[config.mk]
export PLATFORM = sky130hd
export DESIGN_NAME = mq_interval_update
export DESIGN_NICKNAME = d
export VERILOG_FILES = /design/src/rtl/mq_interval_update.sv
export SDC_FILE = /design/constraint.sdc
export NUM_CORES = 1
export LEC_CHECK = 0
export ABC_AREA = 1
export BUFFER_PORTS_ARGS = -buffer_cell sky130_fd_sc_hd__buf_2
export CAP_MARGIN = 20
export CORE_AREA = 4 4 128 130
export DETAILED_ROUTE_END_ITERATION = 10
export DIE_AREA = 0 0 132 134
export PLACE_DENSITY = 0.69
export REMOVE_ABC_BUFFERS = 1
export SLEW_MARGIN = 10
export SYNTH_ARGS = -nofsm -noshare
export SYNTH_HDL_FRONTEND = slang
export SYNTH_SLANG_ARGS = --single-unit
[constraint.sdc]
create_clock -name clk -period 9.6 [get_ports clk]
set_input_delay 1.92 -clock clk [delete_from_list [all_inputs] [get_ports clk]]
set_output_delay 1.92 -clock clk [all_outputs]
set_load 0.05 [all_outputs]
[src/rtl/mq_interval_update.sv]
// mq_interval_update -- interval-update (IU) stage of the MQ arithmetic coder.
//
// Consumes the registered PE->IU outputs. For each symbol it updates the
// interval register A, decides whether Qe is added to C, computes the
// renormalisation shift, and writes the next probability state back to the
// context store. On a coder reset (rst_IU) it walks all 19 contexts through
// their initial states. Every output is registered, so latency is one cycle.
//
// Ports:
//   clk, rst                   clock, synchronous active-high global reset
//   valid_IU                   symbol present on the IU inputs
//   Qe_value_IU, NMPS_IU,
//   NLPS_IU, LZ0_IU            probability data of the current context
//   MPS_update_IU              MPS value to write back
//   MPS_coding_IU              1 = coded symbol is the MPS
//   CX_IU                      context number 0..18
//   rst_IU, flush_IU           coder reset / flush pulses
//   busy_IU                    context initialisation in progress
//   ctx_we/addr/index/mps      context store write port (also PE forwarding)
//   valid_CU, addQe_CU, Qe_CU,
//   shift_CU, A_CU             one-beat record for the code-register stage
//   rst_CU, flush_CU           forwarded coder reset / flush pulses
module mq_interval_update (
    input  logic        clk,
    input  logic        rst,
    input  logic        valid_IU,
    input  logic [15:0] Qe_value_IU,
    input  logic [5:0]  NMPS_IU,
    input  logic [5:0]  NLPS_IU,
    input  logic [3:0]  LZ0_IU,
    input  logic        MPS_update_IU,
    input  logic        MPS_coding_IU,
    input  logic [4:0]  CX_IU,
    input  logic        rst_IU,
    input  logic        flush_IU,
    output logic        busy_IU,
    output logic        ctx_we,
    output logic [4:0]  ctx_addr,
    output logic [5:0]  ctx_index,
    output logic        ctx_mps,
    output logic        valid_CU,
    output logic        addQe_CU,
    output logic [15:0] Qe_CU,
    output logic [3:0]  shift_CU,
    output logic [15:0] A_CU,
    output logic        rst_CU,
    output logic        flush_CU
);

    typedef enum logic {IDLE, INIT} state_t;

    state_t      state_reg, state_next;
    logic [4:0]  k_reg, k_next;      // next context to initialise
    logic [15:0] a_reg, a_next;

    logic        busy_next, we_next, mps_next, valid_next, add_next;
    logic        rst_cu_next, flush_next;
    logic [4:0]  addr_next;
    logic [5:0]  index_next;
    logic [15:0] qe_next, a_cu_next;
    logic [3:0]  shift_next;

    // Datapath intermediates
    logic [16:0] diff;
    logic        diff_lt_qe;
    logic [15:0] a_pre;
    logic [31:0] a_shifted;

    function automatic logic [3:0] lzc16(input logic [15:0] v);
        logic [3:0] n;
        logic       done;
        n    = 4'd0;
        done = 1'b0;
        for (int i = 15; i >= 0; i--) begin
            if (!done) begin
                if (v[i]) done = 1'b1;
                else      n    = n + 4'd1;
            end
        end
        return n;
    endfunction

    function automatic logic [5:0] init_index(input logic [4:0] k);
        case (k)
            5'd0:    return 6'd4;
            5'd17:   return 6'd3;
            5'd18:   return 6'd46;
            default: return 6'd0;
        endcase
    endfunction

    always_comb begin
        state_next  = state_reg;
        k_next      = k_reg;
        a_next      = a_reg;
        busy_next   = 1'b0;
        we_next     = 1'b0;
        addr_next   = 5'd0;
        index_next  = 6'd0;
        mps_next    = 1'b0;
        valid_next  = 1'b0;
        add_next    = 1'b0;
        qe_next     = 16'd0;
        shift_next  = 4'd0;
        a_cu_next   = A_CU;
        rst_cu_next = 1'b0;
        flush_next  = 1'b0;
        a_pre       = 16'd0;

        // A >= 0x8000 and Qe <= 0x5601, so the difference is never negative.
        diff       = {1'b0, a_reg} - {1'b0, Qe_value_IU};
        diff_lt_qe = diff[15:0] < Qe_value_IU;
        a_shifted  = 32'd0;

        if (rst_IU) begin
            // Coder reset wins over everything; the first init write (k=0)
            // is issued in this same cycle so busy_IU lines up with writes.
            a_next      = 16'h8000;
            rst_cu_next = 1'b1;
            state_next  = INIT;
            busy_next   = 1'b1;
            we_next     = 1'b1;
            addr_next   = 5'd0;
            index_next  = init_index(5'd0);
            k_next      = 5'd1;
        end else if (state_reg == INIT) begin
            busy_next  = 1'b1;
            we_next    = 1'b1;
            addr_next  = k_reg;
            index_next = init_index(k_reg);
            if (k_reg == 5'd18) begin
                state_next = IDLE;
                k_next     = 5'd0;
            end else begin
                k_next = k_reg + 5'd1;
            end
        end else begin
            flush_next = flush_IU;
            // busy_IU is still high while the last init write is on the
            // outputs, even though the state has already returned to IDLE.
            if (valid_IU && !busy_IU) begin
                valid_next = 1'b1;
                qe_next    = Qe_value_IU;
                addr_next  = CX_IU;
                mps_next   = MPS_update_IU;
                if (MPS_coding_IU) begin
                    index_next = NMPS_IU;
                    if (diff[15]) begin
                        a_pre      = diff[15:0];
                        add_next   = 1'b1;
                        shift_next = 4'd0;
                    end else begin
                        we_next    = 1'b1;
                        shift_next = 4'd1;
                        if (diff_lt_qe) begin
                            a_pre    = Qe_value_IU;   // conditional exchange
                            add_next = 1'b0;
                        end else begin
                            a_pre    = diff[15:0];
                            add_next = 1'b1;
                        end
                    end
                end else begin
                    index_next = NLPS_IU;
                    we_next    = 1'b1;
                    if (diff_lt_qe) begin
                        a_pre      = diff[15:0];      // conditional exchange
                        add_next   = 1'b1;
                        shift_next = lzc16(diff[15:0]);
                    end else begin
                        a_pre      = Qe_value_IU;
                        add_next   = 1'b0;
                        shift_next = LZ0_IU;
                    end
                end
                a_shifted = {16'd0, a_pre} << shift_next;
                a_next    = a_shifted[15:0];
                a_cu_next = a_shifted[15:0];
            end
        end
    end

    always_ff @(posedge clk) begin
        if (rst) begin
            state_reg <= IDLE;
            k_reg     <= 5'd0;
            a_reg     <= 16'h8000;
            busy_IU   <= 1'b0;
            ctx_we    <= 1'b0;
            ctx_addr  <= 5'd0;
            ctx_index <= 6'd0;
            ctx_mps   <= 1'b0;
            valid_CU  <= 1'b0;
            addQe_CU  <= 1'b0;
            Qe_CU     <= 16'd0;
            shift_CU  <= 4'd0;
            A_CU      <= 16'd0;
            rst_CU    <= 1'b0;
            flush_CU  <= 1'b0;
        end else begin
            state_reg <= state_next;
            k_reg     <= k_next;
            a_reg     <= a_next;
            busy_IU   <= busy_next;
            ctx_we    <= we_next;
            ctx_addr  <= addr_next;
            ctx_index <= index_next;
            ctx_mps   <= mps_next;
            valid_CU  <= valid_next;
            addQe_CU  <= add_next;
            Qe_CU     <= qe_next;
            shift_CU  <= shift_next;
            A_CU      <= a_cu_next;
            rst_CU    <= rst_cu_next;
            flush_CU  <= flush_next;
        end
    end

endmodule
==> reports/results.ini <==
[yosys]
ys_top_cells_by_count = 281 x sky130_fd_sc_hd__nand2_1, 133 x sky130_fd_sc_hd__inv_1, 106 x sky130_fd_sc_hd__nand3_1
synth_area_per_cell_um2 = 6.285
synth_largest_area_cell = sky130_fd_sc_hd__dfxtp_1
synth_edf_count = 0
netlist_instances = 956
yosysTopAreaCellShare = 0.2532
synthArstFlopShare = 0
yosys.cell_types.count = 48
library_cell_with_the_highest_instance_count_after_synthesis = sky130_fd_sc_hd__nand2_1
synthesis_warning_total = 0
yosys_most_used_dff = sky130_fd_sc_hd__dfxtp_1
ys_seq_elements = 76
synth_seq_area_share = 0.2532
post_synth_instance_area_um2 = 6008
synth.top_cells.by_area = sky130_fd_sc_hd__dfxtp_1 25%, sky130_fd_sc_hd__nand2_1 18%, sky130_fd_sc_hd__ha_1 9.8%

[finish]
final_net_count = 1160
finish.cell_count_without_fillers = 1261
finish.utilization = 0.4930
n_antenna_cell = 0
area.growth.synth_to_final_pct = 24.28
layout-drive-gt1-share = 0.2218
final_area_um2 = 7467

[critical_path]
worstRegToRegCells = 56
crit_path_launch_type = primary input
r2r-start = a_reg[0]
slowest_stage = sky130_fd_sc_hd__fa_2
worst_path_most_repeated_cell = sky130_fd_sc_hd__nand2_1
crit_required_ns = 9.84
setup.worst_path.class = primary input to register
critPathCaptureType = register
arrival_ns = 9.21
worst-r2r-setup-slack_ns = 1.89
critical_path.reg2reg.endpoint = a_reg[10]
critPathMaxStageDelay_ns = 0.36
worst-path-max-fanout = 8

[floorplanning]
top_level_ports = 98
chipHeight_um = 134
initial_utilization = 0.3967
dieArea_um2 = 17690
die_w_um = 132
rows = 45
design.core.area_um2 = 15150

[global_route]
grt_max_degree = 42
grt_antenna_before_repair = 0
grt_first_pass_wirelength_mm = 27.41
overflow = 0
first_global_vias = 5767
grt.total_usage = 0.1897

[cts]
htree_levels = 3
worst_skew_pair.late_latency_ns = 0.35
cts_sinks = 76
cts_tree = yes
holdBufCountCts = 0
cts-buffers-inserted = 9
clock_path_buffers = 2
clock_tree.root_cell = sky130_fd_sc_hd__clkbuf_16
worst_setup_hold_path_clk_slew_ns = 0.06

[sta]
max-slew-margin-rel = 0.4335
worst_slack_setup_final_ns = 0.6311
final-max-slew-violation-count = 0
worst_hold_slack_ns = 0.5269
final_skew_ns = 0.01217
setup_viol = 0
layout_min_cycle_time_ns = 8.969
max_clock_freq_mhz = 111.5
fin_crit_sh = 0.9343
final-hold-violation-count = 0
final.setup.tns_ns = 0
timing_worst_slew_pin_value_ns = 0.8489

[routing]
postRouteWirelength_mm = 17.05
post-route-drc-count = 0
initialDrtViolationCount = 345
routedWlPerCell_um = 13.52
dr.pass1.iters = 5
ant_nets = 0
via_per_inst = 4.966
route.vias.total = 6262

[power]
irDropWorstVdd_mv = 0.1297
total_leakage_power_nw = 4.055
powerDensity_nw_per_um2 = 161.3
power.total_mw = 1.204

[placement]
place_congestion = 0.9354
place.detailed.instances = 1242
instance_area_after_placement_um2 = 6807
hpwlAfterDp_mm = 13.42
io_buffer_count = 97
preCtsSetupSlack_ns = 0.009683

[worst_hold_path]
timing.hold.worst.class = register to register
hold-path-endpoint = ctx_addr[3]
hp-start = k_reg[3]
min_path_cells = 2

[flow_run]
max_cap_violations = 0

[run_status]
status = finished, final reports clean

logic make-up (layout without fill, tap and decap cells):
logic type	Yosys count	count (layout)	synth area share
xor gates and xnor gates	16	16	0.02332
adders and majority gates	48	48	0.1012
and+or+nand+nor	522	522	0.3894
DFF	76	76	0.2532
AOI/OAI and AO/OA	126	126	0.1210
buffers and inverters	168	285	0.1118
cell usage in the layout (no fill, tap or decap), types with 3 or more instances in the layout:
| master | instances |
|---|---|
| sky130_fd_sc_hd__nand2_1 | 272 |
| sky130_fd_sc_hd__clkinv_1 | 3 |
| sky130_fd_sc_hd__o22ai_1 | 4 |
| sky130_fd_sc_hd__dfxtp_1 | 76 |
| sky130_fd_sc_hd__bufinv_16 | 3 |
| sky130_fd_sc_hd__nor3_1 | 3 |
| sky130_fd_sc_hd__buf_2 | 97 |
| sky130_fd_sc_hd__buf_4 | 27 |
| sky130_fd_sc_hd__xor2_1 | 13 |
| sky130_fd_sc_hd__o211ai_1 | 4 |
| sky130_fd_sc_hd__or2_1 | 4 |
| sky130_fd_sc_hd__inv_1 | 127 |
| sky130_fd_sc_hd__or2_2 | 3 |
| sky130_fd_sc_hd__nand2_4 | 6 |
| sky130_fd_sc_hd__nand4_1 | 10 |
| sky130_fd_sc_hd__clkbuf_16 | 9 |
| sky130_fd_sc_hd__inv_2 | 12 |
| sky130_fd_sc_hd__nor2_2 | 8 |
| sky130_fd_sc_hd__and2_1 | 3 |
| sky130_fd_sc_hd__a21oi_2 | 8 |
| sky130_fd_sc_hd__o21ai_1 | 9 |
| sky130_fd_sc_hd__nand3_2 | 15 |
| sky130_fd_sc_hd__o21ai_0 | 36 |
| sky130_fd_sc_hd__ha_1 | 34 |
| sky130_fd_sc_hd__nand3b_1 | 3 |
| sky130_fd_sc_hd__nor2_4 | 4 |
| sky130_fd_sc_hd__o21a_1 | 8 |
| sky130_fd_sc_hd__nand3_1 | 93 |
| sky130_fd_sc_hd__xnor2_1 | 3 |
| sky130_fd_sc_hd__a21oi_1 | 45 |
| sky130_fd_sc_hd__nand2_2 | 14 |
| sky130_fd_sc_hd__ha_4 | 11 |
| sky130_fd_sc_hd__nor2_1 | 77 |
critical path: cells and delay by family:
family	cells	cell delay (ns)
buf+inv	8	0.60
fa+ha+maj	10	2.66
simple gates	33	3.08
compound gates	5	0.98
worst max path at each step:
stage                    from         to  slack, ns  cells past startpoint
3_3_place_gp   Qe_value_IU[2]   A_CU[15]       0.15                     55
6_report       Qe_value_IU[0]  a_reg[10]       0.63                     56
5_1_grt        Qe_value_IU[9]    A_CU[9]      -0.04                     58
3_5_place_dp   Qe_value_IU[2]   A_CU[15]       0.01                     57
2_1_floorplan  Qe_value_IU[2]   A_CU[15]       0.57                     56
4_1_cts        Qe_value_IU[2]   A_CU[15]       0.36                     57
final cells by class:
| class | count | area [um^2] |
|---|---|---|
| fill | 1554 | 7679 |
| multi-input combinational | 712 | 4101 |
| sequential | 76 | 1521 |
| timing repair buffer | 126 | 723.2 |
| tap | 188 | 235.2 |
| inverter | 143 | 539.3 |
| clock inverter | 7 | 121.4 |
| clock buffer | 9 | 225.2 |
what timing repair did:
item	4_1_cts	5_1_grt
endpoints found under the setup margin	0	33
buffers inserted	0	2
resized for setup	0	56
report_power, final:
part | internal [mW] | total, mW | switching [mW]
logic | 0.159 | 0.464 | 0.305
registers | 0.327 | 0.336 | 0.00828
clock network | 0.256 | 0.405 | 0.149
per-layer routing:
layer,wire (um),vias to the layer above,track usage
li1,-,3291,-
met1,7745,2786,0.2450
met2,8048,162,0.3184
met3,880,23,0.03863
met4,376,0,0.06068
met5,0,-,0
(Power assumes the default switching activity.)
